## src/rtl/mux_8_1_16_rr_sched.sv

```systemverilog
// Round-robin scheduler sharing one 8:1 word mux among eight requesters.
// Grants via IDLE->LOAD->SEND, registers the selected word and acks on hand-off.
module mux_8_1_16_rr_sched #(
    parameter int WIDTH = 16
) (
    input  logic             clk,
    input  logic             reset,
    input  logic [7:0]       req,
    input  logic [WIDTH-1:0] i0,
    input  logic [WIDTH-1:0] i1,
    input  logic [WIDTH-1:0] i2,
    input  logic [WIDTH-1:0] i3,
    input  logic [WIDTH-1:0] i4,
    input  logic [WIDTH-1:0] i5,
    input  logic [WIDTH-1:0] i6,
    input  logic [WIDTH-1:0] i7,
    input  logic             out_ready,
    output logic             s2,
    output logic             s1,
    output logic             s0,
    output logic [7:0]       grant,
    output logic [WIDTH-1:0] out,
    output logic             out_valid,
    output logic [7:0]       ack
);

    typedef enum logic [1:0] {IDLE, LOAD, SEND} state_t;

    state_t           state_q, state_d;
    logic [2:0]       ptr_q, ptr_d;
    logic [2:0]       sel_q, sel_d;
    logic [7:0]       grant_q, grant_d;
    logic [WIDTH-1:0] out_q, out_d;
    logic             out_valid_q, out_valid_d;
    logic [7:0]       ack_q, ack_d;

    logic [WIDTH-1:0] in_arr [8];
    logic [7:0]       eligible;
    logic [2:0]       pick_idx;
    logic [2:0]       cand;
    logic             found;
    logic [7:0]       pick_onehot;
    logic [7:0]       sel_onehot;

    assign in_arr[0] = i0;
    assign in_arr[1] = i1;
    assign in_arr[2] = i2;
    assign in_arr[3] = i3;
    assign in_arr[4] = i4;
    assign in_arr[5] = i5;
    assign in_arr[6] = i6;
    assign in_arr[7] = i7;

    // The requester being acked this cycle still holds req; mask it to avoid a double grant.
    assign eligible = req & ~ack_q;

    always_comb begin
        found    = 1'b0;
        pick_idx = ptr_q;
        cand     = ptr_q;
        for (int off = 1; off <= 8; off++) begin
            cand = ptr_q + 3'(off);
            if (!found && eligible[cand]) begin
                found    = 1'b1;
                pick_idx = cand;
            end
        end
    end

    for (genvar gi = 0; gi < 8; gi++) begin : g_onehot
        assign pick_onehot[gi] = (pick_idx == 3'(gi));
        assign sel_onehot[gi]  = (sel_q == 3'(gi));
    end

    always_comb begin
        state_d     = state_q;
        ptr_d       = ptr_q;
        sel_d       = sel_q;
        grant_d     = grant_q;
        out_d       = out_q;
        out_valid_d = out_valid_q;
        ack_d       = '0;
        case (state_q)
            IDLE: begin
                if (found) begin
                    sel_d   = pick_idx;
                    grant_d = pick_onehot;
                    state_d = LOAD;
                end else begin
                    grant_d = '0;
                end
            end
            LOAD: begin
                out_d       = in_arr[sel_q];
                out_valid_d = 1'b1;
                state_d     = SEND;
            end
            SEND: begin
                if (out_ready) begin
                    out_valid_d = 1'b0;
                    grant_d     = '0;
                    ack_d       = sel_onehot;
                    ptr_d       = sel_q;
                    state_d     = IDLE;
                end
            end
            default: state_d = IDLE;
        endcase
    end

    always_ff @(posedge clk or posedge reset) begin
        if (reset) begin
            state_q     <= IDLE;
            ptr_q       <= 3'd7;
            sel_q       <= 3'd0;
            grant_q     <= '0;
            out_q       <= '0;
            out_valid_q <= 1'b0;
            ack_q       <= '0;
        end else begin
            state_q     <= state_d;
            ptr_q       <= ptr_d;
            sel_q       <= sel_d;
            grant_q     <= grant_d;
            out_q       <= out_d;
            out_valid_q <= out_valid_d;
            ack_q       <= ack_d;
        end
    end

    assign {s2, s1, s0} = sel_q;
    assign grant        = grant_q;
    assign out          = out_q;
    assign out_valid    = out_valid_q;
    assign ack          = ack_q;

endmodule

```

## config.mk

```make
export PLATFORM = sky130hd
export DESIGN_NAME = mux_8_1_16_rr_sched
export DESIGN_NICKNAME = d
export VERILOG_FILES = /design/src/rtl/mux_8_1_16_rr_sched.sv
export SDC_FILE = /design/constraint.sdc
export NUM_CORES = 1
export LEC_CHECK = 0
export CORE_MARGIN = 2
export CORE_UTILIZATION = 44
export DETAILED_ROUTE_END_ITERATION = 7
export PLACE_DENSITY = 0.87
export SLEW_MARGIN = 5
export SYNTH_ARGS = -nofsm -noshare
export SYNTH_HDL_FRONTEND = slang
export SYNTH_SLANG_ARGS = --single-unit
```

## constraint.sdc

```tcl
create_clock -name clk -period 6.8 [get_ports clk]
set_input_delay 2.04 -clock clk [delete_from_list [all_inputs] [get_ports clk]]
set_output_delay 2.04 -clock clk [all_outputs]
set_load 0.01 [all_outputs]
```

=== Yosys cells after proc, flatten, opt, wreduce, memory -nomap -nowiden ===
Index checks and enable logic that the tools add are counted.
W data, S select, Z words.

* Register bits after elaboration: 41
* Latch bits: 0
* RAM bits: 0
* Memory bits (read-only): 0
* Input bits: 139
* Output and inout port bits: 36
* Word-level logic and storage cells: 113
* Memories kept: 0

* $add $sub $neg: 7
* $mul: 0
* Divide/modulo/power cells: 0
* $lt $le $gt $ge: 9
* Eq/ne operators: 18
* Shift-type cells: 0
* Muxes and demuxes: 45
* Bitwise gates (word level): 3
* Reductions and logical operators: 24

{| class="wikitable"
|+ Operator list
! kind !! count
|-
| $bmux W16 S3 || 1
|-
| $lt A3 B4 Y1 const B || 8
|-
| $mux W16 || 2
|-
| $mux W8 || 4
|-
| $bmux W1 S3 || 8
|-
| $eq A3 B3 Y1 const B || 8
|-
| $mux W3 || 8
|-
| $mux W1 || 17
|-
| $pmux W8 S2 || 1
|-
| $add A3 B3 Y3 const B || 4
|-
| $eq A3 B2 Y1 const B || 4
|-
| $reduce_and A2 Y1 || 5
|-
| $and A8 B8 Y8 || 1
|-
| $not A8 Y8 || 1
|-
| $logic_and A1 B1 Y1 || 7
|-
| $logic_not A1 Y1 || 7
|-
| $add A3 B2 Y3 const B || 2
|-
| $eq A3 B1 Y1 const B || 2
|-
| $logic_not A3 Y1 || 2
|-
| $pmux W2 S3 || 1
|-
| $ge A4 B4 Y1 const B || 1
|-
| $mux W2 || 2
|-
| $ne A2 B2 Y1 const B || 2
|-
| $not A3 Y4 || 1
|-
| 6 further kinds || 7
|}

=== Depth between registers and ports, before layout ===
* Depth after elaboration: 29
* Depth in mapped cells: 12
* Mapped depth without buffers: 10

=== Least setup slack after synthesis ===
Ideal clock, no wire load.

* Kind: input to register
* From: input req[3]
* To: register sel_q[0]
* Setup time: 77 ps
* Data arrival time: 3,974 ps
* Data required time: 6,723 ps
* Slack: 2,749 ps
* Stages: 9
* Path buffers: 1
* Path through: nor2b_1 -> mux4_2 -> mux2i_2 -> nand4b_4 -> or2_1 -> buf_4 -> o41ai_4 -> nand2_1 -> o21ai_1

* Word-level cells in the longest chain between the ends: 26
* Elaborated cells on any way between the ends: 48
* Those cells by class: mux: 32; bitwise: 1; reduce/logical: 15

{| class="wikitable"
|+ RTL lines
! element !! line !! source
|-
| start: declaration || 8 || <nowiki>input logic [7:0] req,</nowiki>
|-
| $and A8 B8 Y8 (*) || 55 || <nowiki>assign eligible = req & ~ack_q;</nowiki>
|-
| $bmux W1 S3 || 63 || <nowiki>if (!found && eligible[cand]) begin</nowiki>
|-
| $mux W1 (implied by the code) || 63 ||
|-
| $mux W1 || 63 ||
|-
| $logic_not A1 Y1 || 63 ||
|-
| $logic_and A1 B1 Y1 || 63 ||
|-
| $mux W1 || 63 ||
|-
| $logic_not A1 Y1 || 63 ||
|-
| [10 not listed] || n/a ||
|-
| $mux W1 || 63 ||
|-
| $logic_not A1 Y1 || 63 ||
|-
| $logic_and A1 B1 Y1 || 63 ||
|-
| $mux W1 || 63 ||
|-
| $logic_not A1 Y1 || 63 ||
|-
| $logic_and A1 B1 Y1 || 63 ||
|-
| $mux W1 || 63 ||
|-
| $reduce_and A2 Y1 (no line) || n/a ||
|-
| end signal: assignment || 123 || <nowiki>sel_q <= sel_d;</nowiki>
|-
| end: declaration || 31 || <nowiki>logic [2:0] sel_q, sel_d;</nowiki>
|}

Every way passes the cells marked *; elsewhere a longest branch is shown, timed or not. The select of a mux whose other input is x is not followed.
A chain may end at the register's enable or synchronous reset.

=== Worst setup path after layout ===
* From: input req[7]
* To: register grant_q[1] (netlist: grant[1])

* Word-level cells in the longest chain between the ends: 28
* Elaborated cells on any way between the ends: 50
* Those cells by class: eq/ne: 1; mux: 34; bitwise: 1; reduce/logical: 14

{| class="wikitable"
|+ RTL lines
! element !! line !! source
|-
| $and A8 B8 Y8 (*) || 55 ||
|-
| $bmux W1 S3 || 63 ||
|-
| $mux W1 (implied by the code) || 63 ||
|-
| $mux W1 || 63 ||
|-
| $logic_not A1 Y1 || 63 ||
|-
| $logic_and A1 B1 Y1 || 63 ||
|-
| $mux W1 || 63 ||
|-
| $logic_not A1 Y1 || 63 ||
|-
| [12 not listed] || n/a ||
|-
| $logic_and A1 B1 Y1 || 63 ||
|-
| $mux W1 || 63 ||
|-
| $logic_not A1 Y1 || 63 ||
|-
| $logic_and A1 B1 Y1 || 63 ||
|-
| $mux W3 || 63 ||
|-
| $eq A3 B1 Y1 || 71 || <nowiki>assign pick_onehot[gi] = (pick_idx == 3'(gi));</nowiki>
|-
| $mux W8 (*) || 85 || <nowiki>if (found) begin</nowiki>
|-
| $pmux W8 S2 (*) || 83 || <nowiki>case (state_q)</nowiki>
|-
| end signal: assignment || 124 || <nowiki>grant_q <= grant_d;</nowiki>
|-
| end: declaration || 32 || <nowiki>logic [7:0] grant_q, grant_d;</nowiki>
|}

Marked as above.

==> flow_summary.toml <==
[sta]
timing.final.crit_share = 0.658
max_slew_margin = 0.285
min_period_ps = 4480
setup_tns_ps = 0
rsz0062_at_grt = "false"
slew_violations = 0
setup_viol = 0
fmax_ghz = 0.223
clock_skew_ps = 3.70
hold_violations = 0
tightest_slew_ps = 1070

[routing]
wl_um = 11300
antenna_left = 0
dr.pass1.iters = 5
vias_per_cell = 5.75
vias = 3263
wl_per_cell_um = 20.0
drc = 0
first_iter_violations = 228

[clocking]
numCtsBuffers = 5
cts_hold_buf = 0
clkTransAtPathRegs_ps = 80
root_buffer = "clkbuf_8"
clk-insertion-delay-late_ps = 290
cts_tree = "built"
cts.path.max_buffers = 2
ctsResizeCount = 0
cts_max_level = 2
cts_sinks = 41
cts_setup_buffers = 0

[synthesis]
syn_inst = 300
synthesis.area_um2 = 3440
synth_most_common_cell = "mux4_2"
synth_top_cell_by_area = "mux4_2"
synth-seq-cells = 41
ys_warn_count = 0
synthArstFlopShare = 1.00
ys_top_cells_by_count = "45 x mux4_2, 38 x dfrtp_1, 35 x nand2_1"
synth_flop_cell = "dfrtp_1"
ys_types = 48
synth-edff-count = 0
synth_top_area_frac = 0.295
synth_area_per_cell_um2 = 11.5
ys_seq_area_frac = 0.299
synth_nets = 441
synthTopCellsByArea = "mux4_2 29%, dfrtp_1 28%, mux2i_1 9.0%, nand2_1 3.8%, o21ai_0 3.1%"

[power_and_ir_drop]
ir_drop_mv = 0.167
powerDensity_nw_per_um2 = 404
total_power_w = 0.00215
p_leak_nw = 2.12

[global_route]
grt_max_degree = 41
grt_pass1_wl_um = 18100
grt_use_total = 0.275
antenna_found_initial = 0
grt_overflow = 0
grt_pass1_vias = 3612

[worst_setup_path]
rr_startpoint = "ptr_q[0]"
rr_worst_depth = 10
reg2reg_to = "grant[4]"
cp-end-kind = "register"
crit_arrival_ps = 4690
startpoint_type = "input port"
cp_max_fo = 4
required_ps = 7010
worstSetupPathType = "input port to register"
r2r_slack_ps = 3080

[hold_path]
hold_start = "out[0]"
worstHoldEndpoint = "out[0]"
min_path_type = "register to register"
holdPathStages = 2

[place]
gp_congestion = 0.936
detailed_place_hpwl_um = 9260
io_buffers = 174

[die]
core_um2 = 7650
ios = 175
dieWidth_um = 92.4
die_h_um = 92.4
initial_utilization = 0.450
die_area_um2 = 8540
core.rowCount = 32

[status]
status = "finished, final reports clean"

[layout]
num_antenna_cells = 0
fin_nets = 605
syn_to_final_growth_pct = 54.8
layout-drive-gt1-share = 0.155

[run]
drv_cap = 0
[report_power, final]
group          internal (W)  switching [W]
Combinational      0.000771       0.000786
Sequential         0.000341      0.0000962
Clock             0.0000709      0.0000870
[sequential cells by signal, indices dropped and copies added, names as in the netlist]
| signal | flops |
|---|---|
| ack | 8 |
| grant | 8 |
| out | 16 |
| out_valid | 1 |
| ptr_q | 3 |
| sel_q | 3 |
| state_q | 2 |
[worst max-delay path by stage]
stage,startpoint,endpoint,slack [ps],depth (start not counted)
floorplan,req[3],sel_q[0],2750,9
global placement,req[6],grant[4],2150,9
detailed placement,req[0],sel_q[0],2080,9
CTS,req[0],sel_q[0],2380,9
global route,req[5],sel_q[0],2170,9
finish,req[7],grant[1],2320,9
[metrics by stage]
step           worst slack, ps  utilization  instances  hold slack (ps)  cell area [um2]
2_1_floorplan             2750            -        300              515             3440
3_3_place_gp              2150        0.685        559              463             5240
3_5_place_dp              2080        0.685        559              472             5240
4_1_cts                   2380        0.697        567              488             5330
5_1_grt                   2170        0.697        567              508             5330
6_report                  2320        0.697        567              481             5330
[cell type report]
cell class	instances	area [um2]
fillers	581	2320
clock inverters	3	17.5
flip-flops and latches	41	1030
multi-input cells	229	2270
well taps	102	128
repair buffers	177	1760
inverters	10	45.0
clock buffers	5	68.8
[cell usage in the layout, fill, tap and decap left out, drive strengths merged, types with 3 or more instances in the layout]
master,synthesis,final
clkdlybuf4s50,0,174
mux4,45,45
dfrtp,38,38
nand2,35,35
mux2i,32,32
o21ai,28,28
nand2b,13,13
nor2,10,10
inv,10,10
nor2b,9,9
nor3,6,6
clkbuf,12,5
mux2,4,4
o211ai,4,4
o22ai,4,4
xnor2,3,3
a21oi,3,3
buf,8,3
dfstp,3,3
[cell families after synthesis]
| kind of cell | count (synthesis) | synth area share |
|---|---|---|
| AOI/OAI and AO/OA | 58 | 0.117 |
| xor gates and xnor gates | 4 | 0.0102 |
| adders and majority gates | 2 | 0.00727 |
| buffers and inverters | 30 | 0.0400 |
| DFF | 41 | 0.299 |
| muxes | 81 | 0.402 |
| and+or+nand+nor | 84 | 0.124 |
[per-layer routing]
metal | global-route usage | up-vias | share of wire | wire [um]
met1 | 0.314 | 1575 | 0.36 | 4120
met3 | 0.0586 | 35 | 0.062 | 707
met4 | 0.111 | 0 | 0.042 | 476
met2 | 0.498 | 161 | 0.53 | 6040
li1 | - | 1492 | - | -
met5 | 0 | - | 0 | 0
[worst max-delay path, cell delays in order]
cell and delay, ps:
clkdlybuf4s50_1 470, nand2b_1 110, mux4_2 560, mux2i_1 370
nor4b_1 380, o41ai_1 130, a31oi_1 300, nand2_1 150
o21ai_1 170
Power figures use the tool's default switching activity.
